**config.mk**
```make
export PLATFORM = sky130hd
export DESIGN_NAME = snn_seq_ctrl
export DESIGN_NICKNAME = d
export VERILOG_FILES = /design/src/rtl/snn_pkg.sv /design/src/rtl/snn_conv_agen.sv /design/src/rtl/snn_seq_ctrl.sv
export SDC_FILE = /design/constraint.sdc
export NUM_CORES = 1
export LEC_CHECK = 0
export ABC_CLOCK_PERIOD_IN_PS = 7350
export CAP_MARGIN = 20
export CELL_PAD_IN_SITES_DETAIL_PLACEMENT = 0
export CELL_PAD_IN_SITES_GLOBAL_PLACEMENT = 1
export CORE_AREA = 2 2 72 74
export DETAILED_ROUTE_END_ITERATION = 8
export DIE_AREA = 0 0 74 76
export GPL_TIMING_DRIVEN = 0
export PLACE_DENSITY_LB_ADDON = 0.1
export SETUP_SLACK_MARGIN = 0.3
export SLEW_MARGIN = 5
export SYNTH_ARGS = -nofsm -noshare
export SYNTH_HDL_FRONTEND = slang
export SYNTH_SLANG_ARGS = --single-unit
export TNS_END_PERCENT = 5
```
**constraint.sdc**
```tcl
create_clock -name clk -period 7.35 [get_ports clk]
set_input_delay 2.205 -clock clk [delete_from_list [all_inputs] [get_ports clk]]
set_output_delay 2.205 -clock clk [all_outputs]
set_load 0.005 [all_outputs]
```
**src/rtl/snn_pkg.sv**
```systemverilog
// Shared constants and FSM state type for the SNN sequencer.
// No ports; imported by snn_seq_ctrl and snn_conv_agen.
package snn_pkg;

    localparam int unsigned IMG_W       = 6;
    localparam int unsigned CH          = 3;
    localparam int unsigned FRAMES      = 2;
    localparam int unsigned KER_W       = 3;
    localparam int unsigned CONV_W      = IMG_W - KER_W + 1;
    localparam int unsigned KER_LEN     = KER_W * KER_W;
    localparam int unsigned W_LEN       = 4;
    localparam int unsigned POOL_N      = 4;
    localparam int unsigned FC_N        = 2;
    localparam int unsigned FRAME_BEATS = IMG_W * IMG_W * CH;
    localparam int unsigned TOTAL_BEATS = FRAME_BEATS * FRAMES;

    typedef enum logic [2:0] {
        S_IDLE,
        S_LOAD,
        S_DRAIN,
        S_POOL,
        S_FC,
        S_OUT
    } state_t;

endpackage

```
**src/rtl/snn_conv_agen.sv**
```systemverilog
// Conv window address generator: walks ch > row > col (col fastest) over
// CH x CONV_W x CONV_W positions, one per cycle, after a start pulse.
// Ports:
//   clk, rst        clock, synchronous active-high reset
//   start           begin a frame; legal when idle or on the done cycle
//   en              a step is issued this cycle
//   done            this cycle issues the last step of the frame
//   ch, row, col    current window position (0 when idle)
module snn_conv_agen
    import snn_pkg::*;
(
    input  logic       clk,
    input  logic       rst,
    input  logic       start,
    output logic       en,
    output logic       done,
    output logic [1:0] ch,
    output logic [1:0] row,
    output logic [1:0] col
);

    logic run;
    logic col_last;
    logic row_last;
    logic ch_last;

    assign col_last = (col == 2'(CONV_W - 1));
    assign row_last = (row == 2'(CONV_W - 1));
    assign ch_last  = (ch  == 2'(CH - 1));
    assign en       = run;
    assign done     = run & ch_last & row_last & col_last;

    always_ff @(posedge clk) begin
        if (rst) begin
            run <= 1'b0;
            ch  <= '0;
            row <= '0;
            col <= '0;
        end else begin
            if (start) begin
                run <= 1'b1;
            end else if (done) begin
                run <= 1'b0;
            end
            // Counters return to 0 on the last step, ready for a chained start.
            if (run) begin
                if (col_last) begin
                    col <= '0;
                    if (row_last) begin
                        row <= '0;
                        ch  <= ch_last ? '0 : ch + 2'd1;
                    end else begin
                        row <= row + 2'd1;
                    end
                end else begin
                    col <= col + 2'd1;
                end
            end
        end
    end

endmodule

```
**src/rtl/snn_seq_ctrl.sv**
```systemverilog
// Sequencer for the SNN datapath: counts the img/ker/weight input stream,
// issues buffer write enables, conv window steps, pool and FC steps, and
// pulses out_valid when the result is final. Also drives per-stage
// clock-gate enables.
// Ports:
//   clk, rst                 clock, synchronous active-high reset
//   cg_en                    1 = gate idle stages, 0 = all gate enables held 1
//   in_valid                 input beat valid
//   img_we, img_addr         image write strobe, linear index within frame
//   ker_we, w_we             kernel / weight capture strobes
//   conv_en, conv_frame, conv_ch, conv_row, conv_col   conv step
//   pool_en, pool_idx        pool step ({frame,idx})
//   fc_en, fc_idx            FC step
//   gate_conv/pool/fc        clock-gate enables
//   out_valid                one-cycle result pulse
//   busy                     pattern in progress
//   proto_err                sticky: in_valid seen while not loading
module snn_seq_ctrl
    import snn_pkg::*;
(
    input  logic       clk,
    input  logic       rst,
    input  logic       cg_en,
    input  logic       in_valid,
    output logic       img_we,
    output logic [7:0] img_addr,
    output logic       ker_we,
    output logic       w_we,
    output logic       conv_en,
    output logic       conv_frame,
    output logic [1:0] conv_ch,
    output logic [1:0] conv_row,
    output logic [1:0] conv_col,
    output logic       pool_en,
    output logic [2:0] pool_idx,
    output logic       fc_en,
    output logic       fc_idx,
    output logic       gate_conv,
    output logic       gate_pool,
    output logic       gate_fc,
    output logic       out_valid,
    output logic       busy,
    output logic       proto_err
);

    state_t     state;
    state_t     state_nx;
    logic [7:0] beat_cnt;
    logic [1:0] frames_loaded;
    logic [1:0] frames_started;
    logic [2:0] pool_cnt;
    logic       fc_cnt;
    logic       conv_frame_q;
    logic       err_q;
    logic       conv_prev;
    logic       pool_prev;
    logic       fc_prev;
    logic       accept;
    logic       last_beat;
    logic       load_evt;
    logic       pend;
    logic       conv_start;
    logic       conv_done;
    logic       conv_run;
    logic       drain_exit;

    // The first beat is accepted in IDLE itself (it is what starts LOAD),
    // so no data is lost on the transition.
    assign accept    = in_valid & ((state == S_IDLE) | (state == S_LOAD));
    assign last_beat = accept & (beat_cnt == 8'(TOTAL_BEATS - 1));
    assign img_addr  = beat_cnt % 8'(FRAME_BEATS);
    assign load_evt  = accept & (img_addr == 8'(FRAME_BEATS - 1));
    assign img_we    = accept;
    assign ker_we    = accept & (beat_cnt < 8'(KER_LEN));
    assign w_we      = accept & (beat_cnt < 8'(W_LEN));

    // A frame is ready either this cycle or from an earlier load still
    // waiting on the previous frame's conv to finish.
    assign pend       = load_evt | (frames_loaded != frames_started);
    assign conv_start = pend & (~conv_run | conv_done);
    assign drain_exit = (state == S_DRAIN) & (state_nx == S_POOL);

    snn_conv_agen u_agen (
        .clk   (clk),
        .rst   (rst),
        .start (conv_start),
        .en    (conv_run),
        .done  (conv_done),
        .ch    (conv_ch),
        .row   (conv_row),
        .col   (conv_col)
    );

    assign conv_en    = conv_run;
    assign conv_frame = conv_run & conv_frame_q;
    assign pool_idx   = pool_cnt;
    assign fc_idx     = fc_cnt;
    assign proto_err  = err_q;
    assign gate_conv  = ~cg_en | conv_run | conv_prev;
    assign gate_pool  = ~cg_en | pool_en  | pool_prev;
    assign gate_fc    = ~cg_en | fc_en    | fc_prev;

    always_ff @(posedge clk) begin
        if (rst) begin
            state <= S_IDLE;
        end else begin
            state <= state_nx;
        end
    end

    always_comb begin
        state_nx  = state;
        pool_en   = 1'b0;
        fc_en     = 1'b0;
        out_valid = 1'b0;
        busy      = (state != S_IDLE);
        case (state)
            S_IDLE:  if (in_valid) state_nx = S_LOAD;
            S_LOAD:  if (in_valid && beat_cnt == 8'(TOTAL_BEATS - 1)) state_nx = S_DRAIN;
            S_DRAIN: if (conv_done && frames_started == 2'(FRAMES)) state_nx = S_POOL;
            S_POOL: begin
                pool_en = 1'b1;
                if (pool_cnt == 3'(POOL_N * FRAMES - 1)) state_nx = S_FC;
            end
            S_FC: begin
                fc_en = 1'b1;
                if (fc_cnt == 1'(FC_N - 1)) state_nx = S_OUT;
            end
            S_OUT: begin
                out_valid = 1'b1;
                state_nx  = S_IDLE;
            end
            default: state_nx = S_IDLE;
        endcase
    end

    always_ff @(posedge clk) begin
        if (rst) begin
            beat_cnt       <= '0;
            frames_loaded  <= '0;
            frames_started <= '0;
            pool_cnt       <= '0;
            fc_cnt         <= 1'b0;
            conv_frame_q   <= 1'b0;
            err_q          <= 1'b0;
            conv_prev      <= 1'b0;
            pool_prev      <= 1'b0;
            fc_prev        <= 1'b0;
        end else begin
            if (last_beat) begin
                beat_cnt <= '0;
            end else if (accept) begin
                beat_cnt <= beat_cnt + 8'd1;
            end

            if (drain_exit) begin
                frames_loaded  <= '0;
                frames_started <= '0;
            end else begin
                if (load_evt)   frames_loaded  <= frames_loaded + 2'd1;
                if (conv_start) frames_started <= frames_started + 2'd1;
            end

            if (conv_start) conv_frame_q <= frames_started[0];

            pool_cnt  <= (pool_en && state_nx == S_POOL) ? pool_cnt + 3'd1 : '0;
            fc_cnt    <= (fc_en && state_nx == S_FC) ? ~fc_cnt : 1'b0;
            err_q     <= err_q | (in_valid & ~accept);
            conv_prev <= conv_run;
            pool_prev <= pool_en;
            fc_prev   <= fc_en;
        end
    end

endmodule
```
==> results.md <==
- Via density: 5.01
- Drt drc: 0
- Internal power: 0.267 mW
- Synth Flop Type: dfxtp_1
- Drt wl/cell: 12.6 um
- Cts hold-fix bufs: 0
- # IOs: 35
- Resized cells post-CTS: 0
- Gpl congestion: 0.789
- Fin util: 50.3%
- Clock latency at the later pin of the worst-skew pair: 0.28 ns
- Total global routing overflow: 0
- Routed WL: 4.57 mm
- CP cell instances: clkdlybuf4s50_1 > inv_1 > nor2_1 > nand2_1 > nor3_1 > clkdlybuf4s50_1
- Clk Tree Root Cell: clkbuf_8
- CP top delay family: buffers and inverters
- Final nets: 305
- Vias in the first global route: 1745
- Leakage: 0.929 nW
- Syn Inst Count: 252
- Initial Util: 39.5%
- Fill count: 523
- Setup TNS: 0 ns
- Crit path top cell by count: clkdlybuf4s50_1
- Power per Cell Area: 140 nW/um^2
- All-layer global routing usage: 17.6%
- Net Sw Power: 0.0802 mW
- Sequential-to-total area share from yosys stat: 32.0%
- DIE WIDTH: 74 um
- Synth top area share: 32.0%
- # diodes: 0
- DR iter-0 viols: 65
- Min cycle time layout: 6.17 ns
- Arrival time of the worst setup path: 3.96 ns
- Tcrit/Tclk final: 83.9%
- Max FO, Critical Path: 6
- CP Buf/Inv Count: 3
- Hold crit path type: reg -> reg
- Setup violators final: 0
- Syn Nets: 265
- Clock sink count: 31
- Final Max Tran Viols: 0
- Post-synthesis instance area: 1940 um^2
- PortBufs: 33
- Flop pwr share: 49.4%
- Layout cells sized above 1: 5.80%
- Worst path required time: 5.14 ns
- Core Rows: 26
- Fraction of registers with async set/reset: 0%
- Synth Warn #: 0
- DRT Pass-1 Iters: 4
- Skew final: 0.00732 ns
- Fmax: 0.162 GHz
- Clk pwr share: 43.8%
- Comb power frac: 6.7%
- Max Cap Viol: 0
- Unrepaired setup endpoints after global routing: no
- Die Area: 5620 um^2
- Count of final hold-check violations: 0
- Largest net degree at the start of global routing: 11
- CTS H-tree lvls: 2
- Top post-synthesis cells by area: dfxtp_1, nor2_1, ha_1
- CTS buffer count: 5
- Post-CTS Setup Bufs: 0
- Distinct cells, synth: 49
- Sw Ratio: 23.1%
- Slowest stage delay, CP: 0.58 ns
- Initial antenna violation count: 0
- Post-DP HPWL: 3.36 mm
- Global-route wire length before repair: 7.98 mm
- Tot Pwr: 0.347 mW
- Area Growth Syn to Fin: 27.3%
- Status: finished, final reports clean
- Slowest CP cell: clkdlybuf4s50_1
- CTS tree: yes
- EDFF count, synth: 0
- Syn avg cell area: 7.71 um^2
- Yosys reg bits: 31
- Vias: 1818
- Worst slew margin: 39.1%
- Startpoint type of the worst setup path: primary input
- VDD IR max: 102 uV
- Core area: 4910 um^2
- Clock Path Buffers: 2
- Clk pin slew, worst setup/hold paths: 0.06 ns
- Slew @ Worst Pin: 0.904 ns
- Die Ht: 76 um
- Area leader, netlist: dfxtp_1
- Crit path kind: in -> out
- Crit path capture type: output port
- Final ANT Viol Nets: 0
path summary, 6_finish.rpt:
kind	startpoint	end	slack, ns	cells past startpoint
worst max-delay path	in_valid	w_we	1.18	6
worst min-delay path	conv_frame_q$_SDFFE_PP0P_	conv_frame_q$_SDFFE_PP0P_	0.46	2
worst max register to register	beat_cnt[4]$_SDFFE_PP0P_	frames_started[1]$_SDFFE_PP0P_	4.12	8
worst min register to register	conv_frame_q$_SDFFE_PP0P_	conv_frame_q$_SDFFE_PP0P_	0.46	2
synth_stat cells (all sizes together) (4+ instances only):
library cell  count
nor4              5
o21ai             4
mux2i             7
dfxtp            31
clkbuf           11
xnor2             9
inv              17
and2              8
o41ai             4
nand3             7
nand2b            5
nor3             12
a21oi            14
ha                9
nor2             32
nand2            28
power by group through the flow:
stage | clock network (mW) | registers, mW | logic [mW]
6_report | 0.152 | 0.171 | 0.0234
5_1_grt | 0.165 | 0.172 | 0.0266
3_3_place_gp | 0 | 0.175 | 0.0233
4_1_cts | 0.157 | 0.172 | 0.0238
3_5_place_dp | 0 | 0.175 | 0.0237
2_1_floorplan | 0 | 0.175 | 0.0127
metrics by stage:
step	hold slack, ns	cells	area, um^2	setup WS [ns]
after floorplan	0.433	252	1940	2.35
after global placement	0.445	355	2360	1.16
after detailed placement	0.449	355	2370	1.16
after CTS	0.465	363	2470	1.16
after global routing	0.493	363	2470	1.00
final	0.457	363	2470	1.18
kinds of logic (layout without fill, tap and decap cells):
logic type,after synthesis,count (layout),synth area share [%]
adders and majority gates,9,9,5.80
and+or+nand+nor,115,115,28.9
xor gates and xnor gates,12,12,5.41
muxes,8,8,4.19
DFF,31,31,32.0
AOI/OAI and AO/OA,46,46,17.3
buffers and inverters,31,72,6.44
routing by layer:
| layer | vias up | GRT usage (%) | part of all wire (%) |
|---|---|---|---|
| met5 | - | 0 | 0 |
| met4 | 0 | 6.00 | 1.5 |
| met3 | 6 | 4.23 | 3.6 |
| met2 | 27 | 27.8 | 46 |
| met1 | 826 | 23.1 | 49 |
| li1 | 959 | - | - |
worst register-to-register path, delay by kind of cell (launching register included):
kind                     cells  cell delay (ns)
flip-flops                   1             0.53
multiplexers                 1             0.21
AND/OR/NAND/NOR              1             0.59
AO/OA/AOI/OAI                5             1.50
adder cells (fa/ha/maj)      1             0.25
final cells by class:
| cell class | instances | area [um^2] | area share [%] |
|---|---|---|---|
| well taps | 70 | 87.6 | 3.54 |
| inverters | 17 | 63.8 | 2.58 |
| flip-flops and latches | 31 | 621 | 25.1 |
| repair buffers | 33 | 330 | 13.4 |
| clock buffers | 7 | 96.3 | 3.90 |
| clock inverters | 1 | 7.51 | 0.304 |
| multi-input cells | 190 | 1200 | 48.7 |
| plain buffers | 14 | 61.3 | 2.48 |
sequential cells by signal, summed over array words and instances (netlist names), 2 cells and up:
name,cells
beat_cnt,8
pool_idx,3
state,3
frames_loaded,2
frames_started,2
u_agen.ch,2
u_agen.col,2
u_agen.row,2
placed cells by master (no fill, tap or decap), types with 2 or more instances in the layout:
cell,count
xnor2_1,9
xor2_1,3
clkbuf_1,10
clkbuf_8,7
clkdlybuf4s50_1,33
or2_2,2
inv_1,17
o2111ai_1,2
a21oi_1,14
nor4_1,5
buf_4,2
nor3b_1,3
dfxtp_1,31
o41ai_1,3
o31ai_1,2
nand2_1,28
o22ai_1,3
nand3b_1,3
a31oi_1,2
mux2i_1,7
ha_1,9
a211oi_1,2
nor2_1,32
nand4_1,2
and2_1,8
o21ai_0,4
a2111o_1,2
nor2b_1,2
nand3_1,7
nor3_1,12
nand2b_1,5
(Power assumes the default switching activity.)
